### config.mk
export PLATFORM = sky130hd
export DESIGN_NAME = gpr_file_sb_flat
export DESIGN_NICKNAME = d
export VERILOG_FILES = /design/src/rtl/gpr_file_sb_pkg.sv /design/src/rtl/gpr_file_sb_if.sv /design/src/rtl/gpr_file_sb_scoreboard.sv /design/src/rtl/gpr_file_sb.sv /design/src/flat_wrapper.sv
export SDC_FILE = /design/constraint.sdc
export NUM_CORES = 2
export LEC_CHECK = 0
export CAP_MARGIN = 0
export CORE_ASPECT_RATIO = 0.75
export CORE_UTILIZATION = 54
export DETAILED_ROUTE_END_ITERATION = 7
export MAX_ROUTING_LAYER = met4
export PLACE_DENSITY = 0.67
export SLEW_MARGIN = 20
export SYNTH_ARGS = -nofsm -noshare
export SYNTH_HDL_FRONTEND = slang
export SYNTH_HIERARCHICAL = 1
export SYNTH_SLANG_ARGS = --single-unit
### constraint.sdc
create_clock -name clk -period 11.2 [get_ports clk]
set_input_delay 1.12 -clock clk [delete_from_list [all_inputs] [get_ports clk]]
set_output_delay 1.12 -clock clk [all_outputs]
set_load 0.02 [all_outputs]
### src/rtl/gpr_file_sb_pkg.sv
// rtl/gpr_file_sb_pkg.sv - shared widths and byte-merge helper for the register file
package gpr_file_sb_pkg;

    localparam int DW_DEF = 32;
    localparam int AW_DEF = 5;
    localparam int DW_MAX = 256;
    localparam int BE_MAX = DW_MAX / 8;

    // Operates on the widest supported word; callers zero-extend and truncate.
    function automatic logic [DW_MAX-1:0] merge_be(input logic [DW_MAX-1:0] old_w,
                                                   input logic [DW_MAX-1:0] new_w,
                                                   input logic [BE_MAX-1:0] be);
        logic [DW_MAX-1:0] r;
        r = old_w;
        for (int i = 0; i < BE_MAX; i++) begin
            if (be[i]) r[i*8 +: 8] = new_w[i*8 +: 8];
        end
        return r;
    endfunction

endpackage

### src/rtl/gpr_file_sb_if.sv
// rtl/gpr_file_sb_if.sv - read, write, issue and status signals of the register file
interface gpr_file_sb_if #(parameter int DW = 32, parameter int AW = 5);

    logic [AW-1:0]   rs_addr;
    logic [AW-1:0]   rt_addr;
    logic [DW-1:0]   rs_data;
    logic [DW-1:0]   rt_data;
    logic            rs_busy;
    logic            rt_busy;
    logic            wa_en;
    logic [AW-1:0]   wa_addr;
    logic [DW-1:0]   wa_data;
    logic            wb_en;
    logic [AW-1:0]   wb_addr;
    logic [DW-1:0]   wb_data;
    logic [DW/8-1:0] wb_be;
    logic            iss_en;
    logic [AW-1:0]   iss_addr;
    logic [AW:0]     busy_cnt;

    modport master (
        output rs_addr, rt_addr, wa_en, wa_addr, wa_data,
               wb_en, wb_addr, wb_data, wb_be, iss_en, iss_addr,
        input  rs_data, rt_data, rs_busy, rt_busy, busy_cnt
    );

    modport slave (
        input  rs_addr, rt_addr, wa_en, wa_addr, wa_data,
               wb_en, wb_addr, wb_data, wb_be, iss_en, iss_addr,
        output rs_data, rt_data, rs_busy, rt_busy, busy_cnt
    );

endinterface

### src/rtl/gpr_file_sb_scoreboard.sv
// rtl/gpr_file_sb_scoreboard.sv - pending-write bits and registered pending count
module gpr_scoreboard #(
    parameter int AW       = 5,
    parameter int ZERO_REG = 1
) (
    input  logic              clk,
    input  logic              rst,
    input  logic              iss_en,
    input  logic [AW-1:0]     iss_addr,
    input  logic              wb_en,
    input  logic [AW-1:0]     wb_addr,
    output logic [(1<<AW)-1:0] busy,
    output logic [AW:0]       busy_cnt
);

    localparam int DEPTH = 1 << AW;
    localparam int CW    = AW + 1;

    logic [DEPTH-1:0] busy_nxt;
    logic [CW-1:0]    cnt_nxt;

    // Issue is applied after the clear so a same-cycle reissue keeps the bit set.
    always_comb begin
        busy_nxt = busy;
        if (wb_en) busy_nxt[wb_addr] = 1'b0;
        if (iss_en && !(ZERO_REG != 0 && iss_addr == '0)) busy_nxt[iss_addr] = 1'b1;
        cnt_nxt = '0;
        for (int i = 0; i < DEPTH; i++) begin
            cnt_nxt = cnt_nxt + CW'(busy_nxt[i]);
        end
    end

    always_ff @(posedge clk or negedge rst) begin
        if (!rst) begin
            busy     <= '0;
            busy_cnt <= '0;
        end else begin
            busy     <= busy_nxt;
            busy_cnt <= cnt_nxt;
        end
    end

endmodule

### src/rtl/gpr_file_sb.sv
// rtl/gpr_file_sb.sv - dual-write register file with read forwarding and pending-write scoreboard
module gpr_file_sb
    import gpr_file_sb_pkg::*;
#(
    parameter int DW       = DW_DEF,
    parameter int AW       = AW_DEF,
    parameter int ZERO_REG = 1,
    parameter int BYPASS   = 1
) (
    input logic        clk,
    input logic        rst,
    gpr_file_sb_if.slave bus
);

    localparam int DEPTH = 1 << AW;
    localparam int NB    = DW / 8;

    logic [DW-1:0]    regs [DEPTH];
    logic [DEPTH-1:0] busy;
    logic [AW-1:0]    rd_addr [2];
    logic [DW-1:0]    rd_data [2];
    logic             rd_busy [2];

    function automatic logic [DW-1:0] merge_w(input logic [DW-1:0] old_w,
                                              input logic [DW-1:0] new_w,
                                              input logic [NB-1:0] be);
        return DW'(merge_be(DW_MAX'(old_w), DW_MAX'(new_w), BE_MAX'(be)));
    endfunction

    // Port A is the younger instruction, so it takes every byte on a collision.
    always_ff @(posedge clk or negedge rst) begin
        if (!rst) begin
            for (int i = 0; i < DEPTH; i++) regs[i] <= '0;
        end else begin
            for (int i = 0; i < DEPTH; i++) begin
                if (!(ZERO_REG != 0 && i == 0)) begin
                    if (bus.wa_en && bus.wa_addr == AW'(i))
                        regs[i] <= bus.wa_data;
                    else if (bus.wb_en && bus.wb_addr == AW'(i))
                        regs[i] <= merge_w(regs[i], bus.wb_data, bus.wb_be);
                end
            end
        end
    end

    gpr_scoreboard #(.AW(AW), .ZERO_REG(ZERO_REG)) u_sb (
        .clk      (clk),
        .rst      (rst),
        .iss_en   (bus.iss_en),
        .iss_addr (bus.iss_addr),
        .wb_en    (bus.wb_en),
        .wb_addr  (bus.wb_addr),
        .busy     (busy),
        .busy_cnt (bus.busy_cnt)
    );

    assign rd_addr[0] = bus.rs_addr;
    assign rd_addr[1] = bus.rt_addr;

    // Forwarded data must not leak out while reset is held.
    always_comb begin
        for (int p = 0; p < 2; p++) begin
            rd_data[p] = regs[rd_addr[p]];
            rd_busy[p] = busy[rd_addr[p]];
            if (BYPASS != 0 && bus.wb_en && bus.wb_addr == rd_addr[p]) begin
                rd_data[p] = merge_w(regs[rd_addr[p]], bus.wb_data, bus.wb_be);
                rd_busy[p] = 1'b0;
            end
            if (BYPASS != 0 && bus.wa_en && bus.wa_addr == rd_addr[p])
                rd_data[p] = bus.wa_data;
            if ((ZERO_REG != 0 && rd_addr[p] == '0) || !rst) begin
                rd_data[p] = '0;
                rd_busy[p] = 1'b0;
            end
        end
    end

    assign bus.rs_data = rd_data[0];
    assign bus.rt_data = rd_data[1];
    assign bus.rs_busy = rd_busy[0];
    assign bus.rt_busy = rd_busy[1];

endmodule

### src/flat_wrapper.sv
// flat-port wrapper written by rule: the top's interface ports become plain ports
module gpr_file_sb_flat import gpr_file_sb_pkg::*;
#(
    parameter int DW       = DW_DEF,
    parameter int AW       = AW_DEF,
    parameter int ZERO_REG = 1,
    parameter int BYPASS   = 1
)
  (clk, rst, bus_rs_addr, bus_rt_addr, bus_wa_en, bus_wa_addr, bus_wa_data, bus_wb_en, bus_wb_addr, bus_wb_data, bus_wb_be, bus_iss_en, bus_iss_addr, bus_rs_data, bus_rt_data, bus_rs_busy, bus_rt_busy, bus_busy_cnt);
  gpr_file_sb_if #(.DW(DW), .AW(AW)) bus_i ();
  input logic clk;
  input logic rst;
  input wire logic [$bits(bus_i.rs_addr)-1:0] bus_rs_addr;
  input wire logic [$bits(bus_i.rt_addr)-1:0] bus_rt_addr;
  input wire logic [$bits(bus_i.wa_en)-1:0] bus_wa_en;
  input wire logic [$bits(bus_i.wa_addr)-1:0] bus_wa_addr;
  input wire logic [$bits(bus_i.wa_data)-1:0] bus_wa_data;
  input wire logic [$bits(bus_i.wb_en)-1:0] bus_wb_en;
  input wire logic [$bits(bus_i.wb_addr)-1:0] bus_wb_addr;
  input wire logic [$bits(bus_i.wb_data)-1:0] bus_wb_data;
  input wire logic [$bits(bus_i.wb_be)-1:0] bus_wb_be;
  input wire logic [$bits(bus_i.iss_en)-1:0] bus_iss_en;
  input wire logic [$bits(bus_i.iss_addr)-1:0] bus_iss_addr;
  output wire logic [$bits(bus_i.rs_data)-1:0] bus_rs_data;
  output wire logic [$bits(bus_i.rt_data)-1:0] bus_rt_data;
  output wire logic [$bits(bus_i.rs_busy)-1:0] bus_rs_busy;
  output wire logic [$bits(bus_i.rt_busy)-1:0] bus_rt_busy;
  output wire logic [$bits(bus_i.busy_cnt)-1:0] bus_busy_cnt;
  assign bus_i.rs_addr = bus_rs_addr;
  assign bus_i.rt_addr = bus_rt_addr;
  assign bus_i.wa_en = bus_wa_en;
  assign bus_i.wa_addr = bus_wa_addr;
  assign bus_i.wa_data = bus_wa_data;
  assign bus_i.wb_en = bus_wb_en;
  assign bus_i.wb_addr = bus_wb_addr;
  assign bus_i.wb_data = bus_wb_data;
  assign bus_i.wb_be = bus_wb_be;
  assign bus_i.iss_en = bus_iss_en;
  assign bus_i.iss_addr = bus_iss_addr;
  assign bus_rs_data = bus_i.rs_data;
  assign bus_rt_data = bus_i.rt_data;
  assign bus_rs_busy = bus_i.rs_busy;
  assign bus_rt_busy = bus_i.rt_busy;
  assign bus_busy_cnt = bus_i.busy_cnt;
  gpr_file_sb #(.DW(DW), .AW(AW), .ZERO_REG(ZERO_REG), .BYPASS(BYPASS)) u_core (.clk(clk), .rst(rst), .bus(bus_i));
endmodule
==> results.toml <==
[status]
outcome = "complete, but fails checks"
violations = "DRC"

[layout]
drive_above_1_share = 0.145
fin_cells = 8282
multi_input_area_sq_um = 38300
mostFrequentLayoutCell = "mux2i_1"
fill_cells = 10400
final_cell_mix = "mux2i_1, dfrtp_1, o21ai_0"
nets = 6676
regArea_sq_um = 25800
final_util = 0.602
final_area_sq_um = 74000
syn_to_final_growth_pct = 10.0

[critical_path]
critPathCaptureType = "flip-flop"
r2r-start = "u_core/u_sb/busy[3]"
worst_r2r_path_depth = 18
startpoint_type = "input pin"
r2r_slack_ns = 5.47
crit_required_ns = 11.85
cp_max_fo = 18
path_class = "input pin to flip-flop"
worstReg2RegEnd = "u_core/u_sb/busy_cnt[4]"
arrival_ns = 7.85

[grt]
grt_pass1_vias = 56000
grt_pass1_wl_microns = 395000
gr-total-overflow = 0
grt_use_total = 0.440
grt_antenna_before_repair = 11
grt_max_degree = 156

[place]
place_inst = 8068
hpwl_microns = 168000
place.gp.congestion = 1.03
portBuffers = 169
pre_cts_slack_ns = 3.34
placedInstanceArea_sq_um = 70000

[sta]
timing.hold.ws_ns = 0.310
worst_pin_slew_ns = 1.29
setup_slack_ns = 4.01
setup_viol_count_final = 0
min_period_ns = 7.19
setup_tns_ns = 0
period_share = 0.642
fin_skew_ns = 0.0182
hold_viol = 0
clock.fmax_ghz = 0.139
maxSlewHeadroom = 0.137
rsz0062_at_grt = "no"
slew_violations = 0

[logic_synthesis]
syn_area_per_cell_sq_um = 9.97
synth_area_leader_cell = "dfrtp_1"
ys_ff_latch = 1030
synth_top_cell_area_share = 0.383
syn_area_sq_um = 67300
ys_seq_area_frac = 0.383
synth.area.top_cells = "dfrtp_1, mux2i_1, mux4_2, o21ai_0, nand2_1"
synth_ff_type = "dfrtp_1"
synth_edf_count = 0
synth_cells = 6745
syn_nets = 6880
synth_cell_types = 75
synthArstFlopShare = 1.00
yosys_warnings = 70

[detailed_routing]
drc = 21
wl_per_cell_microns = 32.9
ant_nets = 0
avgViaCountPerCell = 7.13
drt-pass1-iter-count = 8
drt_wl_total_microns = 273000
drt-initial-drc-count = 9923
num_vias = 59100

[clocking]
post-cts-setup-buffers = 0
htree_levels = 3
clkSinkCount = 1030
cts_made_buffers = 108
clockRootBuffer = "clkbuf_16"
clkSlewWorstSetupHoldPaths_ns = 0.06
insertion_delay_ns = 0.75
ctsHoldBuffers = 0
cts_tree = "built"
clock_path_buffers = 3
cts-resized-gates = 0

[hold_path]
hold_path_class = "input pin to asynchronous set/reset pin"

[floorplan]
coreArea_sq_um = 123000
die_y_microns = 308
dieArea_sq_um = 126000
die_w_microns = 410
initial_core_util = 0.547
num_rows = 111
ios = 170

[power]
irDropWorstVdd_uv = 520
power.density_nw_per_um2 = 186
total_power_mw = 13.8
p_leak_nw = 30.8

[run]
maxCapViolCount = 0
==> worst max-delay path by stage <==
stage / from / end / slack (ns) / cells past startpoint
finish: bus_wb_addr[2] / u_core/u_sb/busy_cnt[4] / 4.01 / 20
global route: bus_wb_addr[2] / u_core/u_sb/busy_cnt[4] / 3.75 / 20
CTS: bus_wb_addr[2] / u_core/u_sb/busy_cnt[4] / 4.08 / 20
detailed placement: bus_wb_addr[2] / u_core/u_sb/busy_cnt[4] / 3.34 / 20
global placement: bus_wb_addr[2] / u_core/u_sb/busy_cnt[4] / 3.37 / 20
floorplan: bus_wb_addr[4] / u_core/u_sb/busy_cnt[4] / 4.54 / 19
==> sequential cells by signal (all words and copies together), names as in the netlist <==
name / count
u_core/u_sb/busy: 32
u_core/u_sb/busy_cnt: 6
u_core/regs: 992
==> routing by layer <==
layer / vias up / track usage / share of wire
li1: 24200 / - / -
met1: 29400 / 0.588 / 0.39
met2: 4587 / 0.569 / 0.40
met3: 937 / 0.189 / 0.16
met4: 0 / 0.206 / 0.054
met5: - / - / 0
==> Yosys cell counts, drive strengths merged (34+ instances only) <==
master  number
a22oi      192
buf        325
mux4       314
a21oi      222
mux2i     1322
a221o       48
nor2       191
clkbuf     441
nand3       56
nand2     1010
a211oi      34
inv         37
o21ai     1077
dfrtp     1030
a221oi      66
mux2        65
==> where the power goes <==
part	internal, mW	total (mW)	leakage, nW	switching, mW
registers	4.66	5.40	13.1	0.743
clock network	2.38	4.04	1.92	1.66
logic	1.92	4.32	15.8	2.40
==> cell families after synthesis <==
kind of cell / synth area share
AOI/OAI and AO/OA: 0.148
muxes: 0.313
and+or+nand+nor: 0.0895
DFF: 0.383
buffers and inverters: 0.0536
adders and majority gates: 0.00967
xor gates and xnor gates: 0.00299
==> worst max-delay path, cell delays in order <==
cell and delay (ns):
clkdlybuf4s50_1 0.78, or3_2 0.64, o21ai_0 0.15, o21ai_0 0.19, fa_1 0.53, ha_1 0.29, inv_1 0.05, fa_1 0.49
inv_1 0.05, fa_1 0.50, inv_1 0.05, fa_1 0.48, fa_1 0.49, inv_1 0.06, fa_1 0.48, fa_1 0.46
fa_1 0.47, a21o_1 0.19, a21oi_1 0.16, xor2_1 0.20
==> final cells by class <==
cell class | instances | share of cell area
multi-input combinational | 4911 | 0.517
tap | 1638 | 0.0277
antenna | 16 | 0.000541
sequential | 1030 | 0.348
timing repair buffer | 452 | 0.0526
clock inverter | 50 | 0.0103
clock buffer | 147 | 0.0422
inverter | 38 | 0.00193
Power figures use the tool's default switching activity.
